--- config.mk ---
export PLATFORM = sky130hd
export DESIGN_NAME = dport_in
export DESIGN_NICKNAME = d
export VERILOG_FILES = /design/src/rtl/dport_pkg.sv /design/src/rtl/sync_fifo.sv /design/src/rtl/dport_in.sv
export SDC_FILE = /design/constraint.sdc
export NUM_CORES = 1
export LEC_CHECK = 0
export CELL_PAD_IN_SITES_DETAIL_PLACEMENT = 1
export CELL_PAD_IN_SITES_GLOBAL_PLACEMENT = 2
export CORE_MARGIN = 4
export CORE_UTILIZATION = 44
export CTS_BUF_LIST = sky130_fd_sc_hd__clkbuf_16
export DETAILED_ROUTE_END_ITERATION = 10
export PLACE_DENSITY = 0.79
export SYNTH_ARGS = -nofsm -noshare
export SYNTH_HDL_FRONTEND = slang
export SYNTH_SLANG_ARGS = --single-unit
--- constraint.sdc ---
create_clock -name clk -period 3.9 [get_ports clk]
set_input_delay 0.975 -clock clk [delete_from_list [all_inputs] [get_ports clk]]
set_output_delay 0.975 -clock clk [all_outputs]
set_load 0.01 [all_outputs]
--- src/rtl/dport_pkg.sv ---
// Shared definitions for the debug port: register offsets, bit positions and default window base.
package dport_pkg;

    localparam int unsigned DPORT_DW = 8;

    typedef enum logic [1:0] {
        DPORT_STATUS = 2'd0,
        DPORT_DATA   = 2'd1,
        DPORT_CTRL   = 2'd2,
        DPORT_COUNT  = 2'd3
    } dport_reg_e;

    localparam int unsigned STATUS_NONEMPTY = 0;
    localparam int unsigned STATUS_FULL     = 1;

    localparam int unsigned CTRL_POP   = 0;
    localparam int unsigned CTRL_FLUSH = 1;

    localparam logic [15:0] DPORT_BASE_ADDR = 16'h4000;

endpackage

--- src/rtl/sync_fifo.sv ---
// Single-clock FIFO with show-ahead head, occupancy count and a flush that keeps a same-cycle push.
module sync_fifo #(
    parameter int unsigned WIDTH      = 8,
    parameter int unsigned DEPTH_LOG2 = 4
) (
    input  logic                  clk,
    input  logic                  rst_n,
    input  logic                  push,
    input  logic                  pop,
    input  logic                  flush,
    input  logic [WIDTH-1:0]      din,
    output logic [WIDTH-1:0]      head,
    output logic [DEPTH_LOG2:0]   count,
    output logic                  full,
    output logic                  empty
);

    localparam int unsigned DEPTH = 1 << DEPTH_LOG2;
    localparam int unsigned AW    = DEPTH_LOG2;
    localparam int unsigned CW    = DEPTH_LOG2 + 1;

    logic [WIDTH-1:0] mem [DEPTH];
    logic [AW-1:0]    wptr;
    logic [AW-1:0]    rptr;
    logic [AW-1:0]    wr_idx;
    logic             push_en;
    logic             pop_en;

    assign full    = (count == CW'(DEPTH));
    assign empty   = (count == '0);
    assign push_en = push & ~full;
    assign pop_en  = pop & ~empty & ~flush;
    // A push alongside a flush lands in slot 0 so it becomes the new head.
    assign wr_idx  = flush ? '0 : wptr;
    assign head    = mem[rptr];

    always_ff @(posedge clk) begin
        if (push_en) begin
            mem[wr_idx] <= din;
        end
    end

    always_ff @(posedge clk or negedge rst_n) begin
        if (!rst_n) begin
            wptr  <= '0;
            rptr  <= '0;
            count <= '0;
        end else if (flush) begin
            rptr  <= '0;
            wptr  <= push_en ? AW'(1) : '0;
            count <= push_en ? CW'(1) : '0;
        end else begin
            if (push_en) begin
                wptr <= wptr + AW'(1);
            end
            if (pop_en) begin
                rptr <= rptr + AW'(1);
            end
            case ({push_en, pop_en})
                2'b10:   count <= count + CW'(1);
                2'b01:   count <= count - CW'(1);
                default: count <= count;
            endcase
        end
    end

endmodule

--- src/rtl/dport_in.sv ---
// Memory-mapped input debug port: host bytes queue in a FIFO, the core reads status/data and pops via CTRL.
module dport_in
    import dport_pkg::*;
#(
    parameter int unsigned DEPTH_LOG2 = 4,
    parameter logic [15:0] BASE_ADDR  = DPORT_BASE_ADDR
) (
    input  logic                clk,
    input  logic                rst,
    input  logic [15:0]         addr,
    input  logic                we,
    input  logic [DPORT_DW-1:0] data_in,
    output logic [DPORT_DW-1:0] data_out,
    output logic                cs,
    input  logic [DPORT_DW-1:0] in_data,
    input  logic                in_valid,
    output logic                in_ready,
    output logic                nonempty
);

    logic [DPORT_DW-1:0] head;
    logic [DEPTH_LOG2:0] count;
    logic                full;
    logic                empty;
    logic                ctrl_wr;
    logic                pop;
    logic                flush;
    dport_reg_e          reg_off;
    logic [DPORT_DW-1:0] rd_data_c;
    wire                 unused_ctrl_bits = ^data_in[DPORT_DW-1:2];

    assign cs       = (addr[15:2] == BASE_ADDR[15:2]);
    assign reg_off  = dport_reg_e'(addr[1:0]);
    assign ctrl_wr  = cs & we & (reg_off == DPORT_CTRL);
    assign pop      = ctrl_wr & data_in[CTRL_POP];
    assign flush    = ctrl_wr & data_in[CTRL_FLUSH];
    assign in_ready = ~full;
    assign nonempty = ~empty;

    sync_fifo #(
        .WIDTH      (DPORT_DW),
        .DEPTH_LOG2 (DEPTH_LOG2)
    ) u_fifo (
        .clk   (clk),
        .rst_n (rst),
        .push  (in_valid),
        .pop   (pop),
        .flush (flush),
        .din   (in_data),
        .head  (head),
        .count (count),
        .full  (full),
        .empty (empty)
    );

    // Register read mux; reads never alter FIFO state.
    always_comb begin
        rd_data_c = '0;
        case (reg_off)
            DPORT_STATUS: begin
                rd_data_c[STATUS_NONEMPTY] = ~empty;
                rd_data_c[STATUS_FULL]     = full;
            end
            DPORT_DATA:  rd_data_c = empty ? '0 : head;
            DPORT_COUNT: rd_data_c = DPORT_DW'(count);
            default:     rd_data_c = '0;
        endcase
    end

    always_ff @(posedge clk or negedge rst) begin
        if (!rst) begin
            data_out <= '0;
        end else begin
            data_out <= (cs & ~we) ? rd_data_c : '0;
        end
    end

endmodule

==> flow_metrics.tcl, run 1 <==
set metrics [dict create \
    met3WireLength_mm 1.049 \
    ctsRootBufferMaster "sky130_fd_sc_hd__clkbuf_16" \
    cts_tree "built" \
    finalCoreUtilization 0.5428 \
    worstPathCellList "clkdlybuf4s50_1 -> nor4_1 -> nand4_1 -> or3_1 -> or3_1 -> inv_1 -> ha_1 -> nor2b_1 -> o21a_1 -> nor2_1 -> a41oi_1 -> o21ai_0 -> nor3_1" \
    cp.buffers_inverters 2 \
    cellPowerDensity_nw_per_um2 603.5 \
    final_wirelength_mm 14.55 \
    worstHoldPathType "register to register" \
    timing.critical_path.required_ns 4.20 \
    layout.cells.most_common "sky130_fd_sc_hd__edfxtp_1" \
    pre_cts_ws_ns -0.2391 \
    report.final.hold_viol_count 0 \
    drt_pre_antenna_iters 4 \
    p_sw_frac 0.2788 \
    cts_inserted_buffers 17 \
    drt_drc_violations_left 0 \
    wire_length_of_the_first_global_routing_pass_mm 22.54 \
    final.fill_count 1302 \
    cellInternalPower_mw 3.304 \
    design.final.nets 469 \
    start_kind "input port" \
    cellLeakagePower_nw 2.542 \
    postRouteAntennaNets 0 \
    grt_util_all_layers 0.1919 \
    wl_per_cell_um 23.46 \
    regArea_um2 4370 \
    drv_slew 0 \
    final_period_minus_worst_setup_slack_ns 3.666 \
    grt_remaining_overflow 0 \
    synthTopCellsByArea "sky130_fd_sc_hd__edfxtp_1 61%, sky130_fd_sc_hd__dfrtp_1 8.3%, sky130_fd_sc_hd__mux4_2 7.5%" \
    top_level_pins 47 \
    clockBufferDepth 2 \
    irDropWorstVdd_v 0.0004722 \
    share_of_the_clock_period_used_by_the_worst_path 0.9401 \
    cts_setup_buffers 0 \
    layoutNonFillerInstCount 620 \
    setup_viol_count_final 0 \
    worst_slew_margin_rel 0.1683 \
    worst-slew-pin-transition_ns 1.243 \
    placed_cells_incl_taps 588 \
    die-area_um2 16330 \
    grt_setup_unrepaired "false" \
    power.clock.fraction 0.345 \
    worst-endpoint-arrival_ns 3.96 \
    post_cts.resized_instances 0 \
    clkSlewWorstSetupHoldPaths_ns 0.06 \
    seq_power_share 0.466 \
    postLayoutSetupSlackWorst_ns 0.2336 \
    floorplan.rows 43 \
    port_buffers 40 \
    n_antenna_cell 0 \
    clkSinkCount 149 \
    initial_utilization 0.4513 \
    number_of_global_route_vias_before_repair 3836 \
    gp_congestion 0.7926 \
    critical_path_cell_count 13 \
    holdBufCountCts 0 \
    core_footprint_um2 13990 \
    reg2reg_path_depth 12 \
    critical_path.max_stage_delay_ns 0.42 \
    fmax_mhz 272.7 \
    gate_power_share 0.188 \
    hold_path_depth 2 \
    synth-edff-count 128 \
    fraction_of_final_layout_cells_sized_beyond_drive_strength_1 0.1909 \
    ys_types 51 \
    multi_input_comb_area_um2 1808 \
    synth-seq-cells 149 \
    vias 3538 \
    drt-initial-drc-count 278 \
    worstSetupEndpointType "register" \
    wl_met1_mm 6.160 \
    final.setup.tns_ns 0 \
    die_y_um 127.8 \
    skew_ns 0.007844 \
    highest-signal-layer "met4" \
    synth_area_per_cell_um2 17.34 \
    criticalPathCategory "input port to register" \
    yosys_warnings 0 \
    worst-path-max-fanout 3 \
    netlist.top_cell.by_area "sky130_fd_sc_hd__edfxtp_1" \
    worst_path_most_repeated_cell "sky130_fd_sc_hd__or3_1" \
    async_reset_ff_frac 0.1409 \
    crit_path_top_delay_cell "sky130_fd_sc_hd__or3_1" \
    viasPerCell 5.706 \
    top_flip_flop_cell_by_instance_count_after_synthesis "sky130_fd_sc_hd__edfxtp_1" \
    power.net_switching_mw 1.277 \
    number_of_cells_produced_by_synthesis 364 \
    post_syn_nets 406 \
    met2WireLength_mm 7.141 \
    count_of_max_cap_constraint_violations 0 \
    layout-area-overhead-vs-synth_pct 20.28 \
    chip_width_um 127.8 \
    antenna_found_initial 0 \
    cts_htree_levels 4 \
    synthDominantCellAreaShare 0.6089 \
    grt_start_max_net_pins 29 \
    synth.yosys.seq_area_share 0.6922 \
    netlist_area_before_placement_um2 6312 \
    final_cell_mix "128 x sky130_fd_sc_hd__edfxtp_1, 40 x sky130_fd_sc_hd__clkdlybuf4s50_1, 24 x sky130_fd_sc_hd__buf_4, 21 x sky130_fd_sc_hd__mux4_2" \
    worst_path_dominant_cell_family "simple AND/OR/NAND/NOR gates" \
    dp.final_hpwl_mm 9.531 \
    worstSkewPairLatency_ns 0.42 \
    outcome "complete, no violations" \
]
-- metal layers --
metal | up-vias | track usage
li1 | 1602 | -
met1 | 1818 | 0.2519
met2 | 106 | 0.3050
met3 | 12 | 0.06042
met4 | 0 | 0.06679
met5 | - | 0
-- area by class of cell --
cell class	instances	share of cell area
Clock inverter	15	0.02060
Inverter	7	0.003461
Sequential cell	149	0.5756
Clock buffer	17	0.05603
Timing Repair Buffer	64	0.07647
Tap cell	180	0.02966
Multi-Input combinational cell	188	0.2381
-- metrics by stage --
stage,cell area [um^2],hold slack [ns],power [mW]
2_1_floorplan,6312,0.5480,2.747
3_3_place_gp,7010,0.5893,2.995
3_5_place_dp,7010,0.6077,3.037
4_1_cts,7592,0.6263,4.628
5_1_grt,7592,0.6902,4.822
6_report,7592,0.6278,4.582
-- registers in the layout, indices dropped and copies added, names as in the netlist --
| signal | flops |
|---|---|
| data_out | 8 |
| u_fifo.count | 5 |
| u_fifo.mem | 128 |
| u_fifo.rptr | 4 |
| u_fifo.wptr | 4 |
-- cell usage after synthesis, types with 2 or more instances --
library cell	n
sky130_fd_sc_hd__buf_2	3
sky130_fd_sc_hd__inv_1	7
sky130_fd_sc_hd__o22ai_1	3
sky130_fd_sc_hd__buf_6	2
sky130_fd_sc_hd__mux4_2	21
sky130_fd_sc_hd__nand2_1	16
sky130_fd_sc_hd__xor2_1	4
sky130_fd_sc_hd__nor2_1	20
sky130_fd_sc_hd__a2bb2oi_1	3
sky130_fd_sc_hd__o21ai_2	2
sky130_fd_sc_hd__nand2b_1	4
sky130_fd_sc_hd__nand4_1	3
sky130_fd_sc_hd__mux2i_1	9
sky130_fd_sc_hd__a22oi_1	3
sky130_fd_sc_hd__nor3_1	9
sky130_fd_sc_hd__nand3b_1	3
sky130_fd_sc_hd__xnor2_1	2
sky130_fd_sc_hd__nor2b_1	4
sky130_fd_sc_hd__buf_4	3
sky130_fd_sc_hd__edfxtp_1	128
sky130_fd_sc_hd__o21ai_0	9
sky130_fd_sc_hd__mux4_1	12
sky130_fd_sc_hd__a311oi_1	2
sky130_fd_sc_hd__nor4_1	8
sky130_fd_sc_hd__clkbuf_1	11
sky130_fd_sc_hd__dfrtp_1	21
sky130_fd_sc_hd__a32o_1	2
sky130_fd_sc_hd__a211oi_1	3
sky130_fd_sc_hd__a21oi_1	17
sky130_fd_sc_hd__or3_1	2
sky130_fd_sc_hd__ha_1	5
sky130_fd_sc_hd__or4_1	2
sky130_fd_sc_hd__nand3_1	3
-- path summary, 6_finish.rpt --
check                                       startpoint                           to  slack (ns)
hold / removal              u_fifo.rptr[1]$_DFFE_PN0P_   u_fifo.rptr[1]$_DFFE_PN0P_        0.63
setup / recovery                               addr[3]  u_fifo.count[4]$_DFFE_PN0P_        0.23
max in group asynchronous                          rst   u_fifo.rptr[0]$_DFFE_PN0P_        2.73
setup reg to reg           u_fifo.count[0]$_DFFE_PN0P_  u_fifo.count[4]$_DFFE_PN0P_        0.78
hold reg to reg             u_fifo.rptr[1]$_DFFE_PN0P_   u_fifo.rptr[1]$_DFFE_PN0P_        0.63
min in group asynchronous                          rst  u_fifo.count[2]$_DFFE_PN0P_        0.91
-- power groups by stage --
stage	clock network (mW)	registers [mW]	logic, mW
CTS	1.62	2.14	0.871
global placement	0	2.16	0.838
finish	1.58	2.14	0.862
global route	1.71	2.17	0.947
detailed placement	0	2.17	0.868
floorplan	0	2.01	0.735
-- cells by family (layout without fill, tap and decap cells) --
logic type                 Yosys count  after routing  share of synthesized area
AOI/OAI and AO/OA                   54             54                    0.05769
buffers and inverters               27            103                    0.02339
and+or+nand+nor                     79             79                    0.06442
muxes                               43             43                     0.1409
DFF                                149            149                     0.6922
adders and majority gates            6              6                    0.01308
xor gates and xnor gates             6              6                   0.008325
-- worst register-to-register path: stages, from the launching register on --
cell and delay (ns):
sky130_fd_sc_hd__dfrtp_1 0.46, sky130_fd_sc_hd__nor4_1 0.42, sky130_fd_sc_hd__nand2_1 0.16, sky130_fd_sc_hd__and2_0 0.30, sky130_fd_sc_hd__or3_1 0.40, sky130_fd_sc_hd__inv_1 0.13
sky130_fd_sc_hd__ha_1 0.26, sky130_fd_sc_hd__nor2b_1 0.14, sky130_fd_sc_hd__o21a_1 0.16, sky130_fd_sc_hd__nor2_1 0.19, sky130_fd_sc_hd__a41oi_1 0.14, sky130_fd_sc_hd__o21ai_0 0.16
sky130_fd_sc_hd__nor3_1 0.06
(Power assumes the default switching activity.)
==> inputs of run 2 (changes only) <==
Settings changed: CTS_CLUSTER_DIAMETER set to 150.
==> results of run 2 <==
No change in the layout: final DEF, timing and power equal those of run 1.
==> inputs of run 3 (changes only) <==
Settings changed: CORE_MARGIN 4 to 1.5.
==> run 3 against run 2 <==
  * Worst hold slack improved by 0.035 ns
  * Worst setup slack improved by 0.061 ns
  * Register-to-register slack improved by 0.02 ns
  * Critical path type unchanged
  * Critical endpoint unchanged
==> flow_metrics.tcl, run 3 (synthesized netlist as in run 1, its figures left out) <==
set metrics [dict create \
    port_buffers 40 \
    final_cell_mix "128 x sky130_fd_sc_hd__edfxtp_1, 40 x sky130_fd_sc_hd__clkdlybuf4s50_1, 23 x sky130_fd_sc_hd__buf_4, 21 x sky130_fd_sc_hd__mux4_2" \
    grt_util_all_layers 0.2075 \
    worstSkewPairLatency_ns 0.42 \
    clkSinkCount 149 \
    floorplan.rows 43 \
    initial_utilization 0.4530 \
    worst-endpoint-arrival_ns 3.91 \
    met3WireLength_um 742 \
    drv_slew 0 \
    cellLeakagePower_nw 2.534 \
    final_period_minus_worst_setup_slack_ns 3.605 \
    worstSetupEndpointType "register" \
    design.final.nets 468 \
    core_footprint_um2 13930 \
    cts_htree_levels 4 \
    chip_width_um 122.8 \
    max_flop_register "u_fifo.mem" \
    drt_drc_violations_left 0 \
    grt_setup_unrepaired "false" \
    die-area_um2 15070 \
    worst_slew_margin_rel 0.2033 \
    start_kind "input port" \
    wl_met1_mm 6.259 \
    wire_length_of_the_first_global_routing_pass_mm 21.77 \
    layout-area-overhead-vs-synth_pct 19.70 \
    die_y_um 122.8 \
    fmax_mhz 277.4 \
    report.final.hold_viol_count 0 \
    multi_input_comb_area_um2 1808 \
    outcome "complete, no violations" \
    dp.final_hpwl_mm 9.494 \
    whs_ns 0.6633 \
    cellPowerDensity_nw_per_um2 600.7 \
    drt-initial-drc-count 262 \
    total_power_mw 4.539 \
    largest_register_ff_count 128 \
    final.fill_count 1278 \
    criticalPathCategory "input port to register" \
    clockBufferDepth 2 \
    share_of_the_clock_period_used_by_the_worst_path 0.9245 \
    regArea_um2 4370 \
    number_of_global_route_vias_before_repair 3677 \
    cts_inserted_buffers 17 \
    cts_tree "built" \
    ctsRootBufferMaster "sky130_fd_sc_hd__clkbuf_16" \
    vias 3580 \
    timing.critical_path.required_ns 4.21 \
    gp_congestion 0.7975 \
    n_antenna_cell 0 \
    met2WireLength_mm 7.072 \
    holdBufCountCts 0 \
    final_wirelength_mm 14.47 \
    irDropWorstVdd_v 0.0003676 \
    cts_setup_buffers 0 \
    worst-path-max-fanout 3 \
    worstHoldPathType "register to register" \
    setup_viol_count_final 0 \
    antenna_found_initial 0 \
    fraction_of_final_layout_cells_sized_beyond_drive_strength_1 0.1868 \
    clkSlewWorstSetupHoldPaths_ns 0.06 \
    viasPerCell 5.784 \
    postRouteAntennaNets 0 \
    grt_remaining_overflow 0 \
    top_level_pins 47 \
    wl_per_cell_um 23.37 \
    largest_registers "u_fifo.mem x128, data_out x8, u_fifo.count x5" \
    count_of_max_cap_constraint_violations 0 \
    post_cts.resized_instances 0 \
    grt_start_max_net_pins 23 \
    highest-signal-layer "met4" \
    drt_pre_antenna_iters 4 \
    skew_ns 0.009847 \
    worst-slew-pin-transition_ns 1.191 \
    layout.cells.most_common "sky130_fd_sc_hd__edfxtp_1" \
]
[run 3: routing by layer]
layer,global-route usage,vias up
met4,0.08939,0
met1,0.2762,1855
met5,0,-
li1,-,1605
met3,0.04461,26
met2,0.3313,94
[run 3: metrics by stage]
stage / setup WS, ns / TNS, ns / util / area [um^2] / cells
global placement: -0.07628 / -0.1322 / 0.5026 / 7003 / 587
finish: 0.2946 / 0 / 0.5422 / 7556 / 619
CTS: 0.2479 / 0 / 0.5422 / 7556 / 619
detailed placement: -0.1807 / -0.3339 / 0.5026 / 7003 / 587
floorplan: 0.3471 / 0 / - / 6312 / 364
global route: 0.02385 / 0 / 0.5422 / 7556 / 619
[run 3: path summary, 6_finish.rpt]
kind,from,endpoint,slack [ns],cells past startpoint
worst max-delay path,addr[10],u_fifo.count[4]$_DFFE_PN0P_,0.29,13
worst min-delay path,u_fifo.count[3]$_DFFE_PN0P_,data_out[3]$_DFF_PN0_,0.66,1
worst max register to register,u_fifo.count[0]$_DFFE_PN0P_,u_fifo.count[4]$_DFFE_PN0P_,0.80,12
worst min register to register,u_fifo.count[3]$_DFFE_PN0P_,data_out[3]$_DFF_PN0_,0.66,1
max in group asynchronous,rst,u_fifo.rptr[0]$_DFFE_PN0P_,2.74,2
min in group asynchronous,rst,u_fifo.count[2]$_DFFE_PN0P_,0.90,2
[run 3: layout make-up]
cell class / count / area share
clock buffers: 17 / 0.05630
clock inverters: 15 / 0.01689
flip-flops and latches: 149 / 0.5784
repair buffers: 63 / 0.07584
well taps: 180 / 0.02981
inverters: 7 / 0.003477
multi-input cells: 188 / 0.2393
[run 3: critical path, cell delays in order]
cell and delay [ns]:
sky130_fd_sc_hd__clkdlybuf4s50_1 0.41, sky130_fd_sc_hd__nor4_1 0.29, sky130_fd_sc_hd__nand4_1 0.17, sky130_fd_sc_hd__or3_1 0.39, sky130_fd_sc_hd__or3_1 0.40, sky130_fd_sc_hd__inv_1 0.13
sky130_fd_sc_hd__ha_1 0.26, sky130_fd_sc_hd__nor2b_1 0.14, sky130_fd_sc_hd__o21a_1 0.16, sky130_fd_sc_hd__nor2_1 0.19, sky130_fd_sc_hd__a41oi_1 0.15, sky130_fd_sc_hd__o21ai_0 0.19
sky130_fd_sc_hd__nor3_1 0.06
[run 3: power by group]
part	internal [mW]	leakage, nW	total, mW	switching [mW]
Clock	0.878	0.265	1.53	0.651
Sequential	1.92	1.42	2.13	0.202
Combinational	0.439	0.844	0.885	0.446
Total	3.24	2.53	4.54	1.30
